**config.mk**
```make
export PLATFORM = sky130hd
export DESIGN_NAME = mux4_rr_arbiter
export DESIGN_NICKNAME = d
export VERILOG_FILES = /design/src/rtl/mux4_rr_arbiter.sv
export SDC_FILE = /design/constraint.sdc
export NUM_CORES = 1
export LEC_CHECK = 0
export CORE_MARGIN = 4
export CORE_UTILIZATION = 40
export DETAILED_ROUTE_END_ITERATION = 8
export GPL_ROUTABILITY_DRIVEN = 0
export PLACE_DENSITY = 0.79
export SLEW_MARGIN = 40
export SYNTH_ARGS = -nofsm -noshare
export SYNTH_HDL_FRONTEND = slang
export SYNTH_SLANG_ARGS = --single-unit
```
**constraint.sdc**
```tcl
create_clock -name clk -period 1.3 [get_ports clk]
set_input_delay 0.26 -clock clk [delete_from_list [all_inputs] [get_ports clk]]
set_output_delay 0.26 -clock clk [all_outputs]
set_load 0.01 [all_outputs]
```
**src/rtl/mux4_rr_arbiter.sv**
```systemverilog
// Round-robin arbiter around a 16-bit 4:1 word multiplexer: drives the selects,
// captures the returned word into a valid/ready output and acks the served channel.
module mux4_rr_arbiter #(
  parameter int WIDTH = 16
) (
  input  logic             clk,
  input  logic             rst,
  input  logic [3:0]       req,
  output logic [3:0]       ack,
  output logic             s0,
  output logic             s1,
  input  logic [WIDTH-1:0] mux_out,
  output logic [WIDTH-1:0] out_data,
  output logic             out_valid,
  input  logic             out_ready
);

  typedef enum logic [1:0] {IDLE, GRANT, HOLD} state_t;

  state_t     state, state_nxt;
  logic [1:0] last;
  logic [1:0] sel;
  logic [1:0] pick;
  logic [3:0] elig;
  logic       any_elig;
  logic       load_sel;

  // First requester found scanning last+1, last+2, last+3, last (mod 4).
  function automatic logic [1:0] rr_pick(input logic [1:0] base, input logic [3:0] e);
    logic [1:0] idx;
    rr_pick = base;
    for (int k = 4; k >= 1; k--) begin
      idx = base + 2'(k);
      if (e[idx]) rr_pick = idx;
    end
  endfunction

  // A channel whose ack is on the wire this cycle has not yet dropped its req.
  assign elig     = req & ~ack;
  assign any_elig = |elig;
  assign pick     = rr_pick(last, elig);
  assign {s1, s0} = sel;

  always_ff @(posedge clk) begin
    if (rst) state <= IDLE;
    else     state <= state_nxt;
  end

  always_comb begin
    state_nxt = state;
    load_sel  = 1'b0;
    case (state)
      IDLE: begin
        if (any_elig) begin
          state_nxt = GRANT;
          load_sel  = 1'b1;
        end
      end
      GRANT: state_nxt = HOLD;
      HOLD: begin
        if (out_ready) begin
          if (any_elig) begin
            state_nxt = GRANT;
            load_sel  = 1'b1;
          end else begin
            state_nxt = IDLE;
          end
        end
      end
      default: state_nxt = IDLE;
    endcase
  end

  always_ff @(posedge clk) begin
    if (rst) begin
      ack       <= '0;
      sel       <= '0;
      last      <= 2'd3;
      out_data  <= '0;
      out_valid <= 1'b0;
    end else begin
      ack <= '0;
      if (load_sel) sel <= pick;
      if (state == GRANT) begin
        out_data  <= mux_out;
        out_valid <= 1'b1;
        ack       <= 4'b0001 << sel;
        last      <= sel;
      end
      if (state == HOLD && out_ready) out_valid <= 1'b0;
    end
  end

endmodule
```
==> results.cfg <==
[status]
status = complete, no violations

[timing]
tightestPinTransition_ns = 0.415
max-slew-margin-rel_pct = 72.3
setup_viol = 0
period_needed_ns = 1.25
worst_hold_slack_ns = 0.445
final-hold-violation-count = 0
fin_crit_sh_pct = 95.8
finalWorstSetupSlack_ns = 0.0540
skew_ns = 0.00812
drv_slew = 0
fmax_ghz = 0.803

[worst_setup_path]
worst-path-buf-inv = 1
crit_family = flip-flops
critical_path_required_ns = 1.04
path_max_fanout = 3
cp-end-kind = output pin
critPathSlowestCell = dfxtp_2
start_kind = register
critPathArrivalTime_ns = 0.99
critPathKind = reg -> out
crit_chain = dlygate4sd2_1
crit_path_max_incr_delay_ns = 0.39

[place]
pre_cts_slack_ns = -0.334
hpwl_um = 1860
place_inst = 167
port_buffers = 45

[power]
power.density_mw_per_mm2 = 1120
leakage_nw = 0.717
ir_drop_mv = 0.828

[cts]
cts.sinks = 27
insertion_delay_ns = 0.32
cts-root-buf = clkbuf_4
numCtsBuffers = 3
clockBufferDepth = 2
cts_tree = yes
clkTransAtPathRegs_ns = 0.15
postCtsSetupBuffers = 0
htreeDepth = 1
ctsHoldBuffers = 0

[die]
start_util_pct = 43.8
pin_count = 46
dieArea_mm2 = 0.00338
num_rows = 17
core_area_mm2 = 0.00230
die_w_um = 58.2
die_y_um = 58.2

[cells_and_area]
layout_common_cells = 25 x dfxtp_1, 23 x dlygate4sd2_1, 22 x clkdlybuf4s50_1, 16 x a22o_1, 7 x buf_4
nets = 167
final_common_cell = dfxtp_1
final_util_pct = 66.0
layout.cells.non_filler = 171
areaGrowthSynthToFinish_pct = 50.4
drive_gt1_share_pct = 14.0
fillCellCount = 202
antenna_cells = 0

[yosys]
yosysWarnings = 0
syn-num-nets = 115
postSynthRegisterBits = 27
seq_area_frac_synth_pct = 53.7
synth.distinct_cells = 29
synth_area_mm2 = 0.00101
avgSynthCellArea_um2 = 10.9
synthCells = 92

[global_routing]
grt_util_met1_pct = 17.5
grt_pass1_wl_um = 3900
grt_util_all_layers_pct = 14.8
top_usage_layer = met2
met2_usage_pct = 23.9
grt_util_met3_pct = 6.01
grt_pass1_vias = 866
grt_max_degree = 20
grt_overflow = 0
antenna_found_initial = 0

[routing]
drc = 0
drt-wirelength-per-cell_um = 13.9
avgViaCountPerCell = 5.18
drtIter0Drc = 20
dr.pass1.iters = 4
finalWirelength_um = 2380
vias = 886
ant_nets = 0

[job]
max_cap_viol_count = 0

[min_path]
holdCritPathClass = reg -> reg
-- timing repair --
item | CTS | global route
pin swaps | 0 | 1
resized for setup | 24 | 5
hold endpoints to repair | 0 | 0
setup endpoints to repair | 23 | 3
-- per-layer routing --
metal,vias up,routed length (um),share of wire (%)
li1,438,-,-
met1,405,1040,44
met2,41,1110,46
met3,2,228,9.6
met4,0,10,0.42
met5,-,0,0
-- cells in the mapped netlist --
master / count / area share (%)
a211oi_1: 1 / 0.75
a21oi_1: 5 / 2.5
a222oi_1: 1 / 0.99
a22o_1: 16 / 14
a22oi_1: 1 / 0.75
a31oi_1: 1 / 0.62
and2_1: 1 / 0.62
and3_1: 2 / 1.2
buf_2: 1 / 0.50
buf_4: 1 / 0.75
buf_6: 3 / 3.4
dfxtp_1: 27 / 54
inv_1: 3 / 1.1
mux2i_1: 1 / 0.99
nand2_1: 2 / 0.75
nand2b_1: 5 / 3.1
nand2b_4: 1 / 1.4
nand4_1: 2 / 1.2
nor2_1: 3 / 1.1
nor2_4: 1 / 1.1
nor2b_1: 4 / 2.5
nor2b_4: 1 / 1.4
nor3_1: 3 / 1.5
o211a_1: 1 / 0.99
o21ai_0: 1 / 0.50
o22ai_1: 1 / 0.62
o32ai_1: 1 / 0.87
or2_2: 1 / 0.62
or3_1: 1 / 0.62
-- registers in the layout, indices dropped and copies added, names as in the netlist --
register,flops
out_valid,1
out_data,16
state,2
last,2
sel,2
ack,4
-- logic make-up after synthesis --
| group | share of synthesized area (%) |
|---|---|
| buf+inv | 5.71 |
| simple gates | 17.1 |
| compound gates | 22.5 |
| mux | 0.994 |
| flops | 53.7 |
-- layout make-up --
class	instances	area, um2	area share (%)
sequential	27	543	35.8
timing repair buffer	52	474	31.3
multi-input combinational	57	422	27.8
tap	28	35.0	2.31
clock buffer	3	22.5	1.49
inverter	3	11.3	0.743
clock inverter	1	7.51	0.495
-- stage by stage --
step	total power [mW]	instance area (um2)	TNS, ns
2_1_floorplan	1.16	1010	0
3_3_place_gp	1.38	1500	-4.41
3_5_place_dp	1.39	1500	-5.11
4_1_cts	1.71	1500	0
5_1_grt	1.79	1520	-0.0166
6_report	1.70	1520	0
-- path summary, 6_finish.rpt --
check              start     end  slack (ns)  cells past startpoint
setup / recovery  ack[0]  ack[0]        0.05                      1
hold / removal    sel[1]  ack[0]        0.44                      1
setup reg to reg  ack[0]  sel[1]        0.13                      4
hold reg to reg   sel[1]  ack[0]        0.44                      1
-- report_power, final --
part | switching [mW] | internal [mW] | total (mW)
Combinational | 0.163 | 0.222 | 0.385
Clock | 0.243 | 0.117 | 0.361
Sequential | 0.0529 | 0.898 | 0.951
Total | 0.459 | 1.24 | 1.70
No activity file was read; power rests on OpenSTA's default activity.
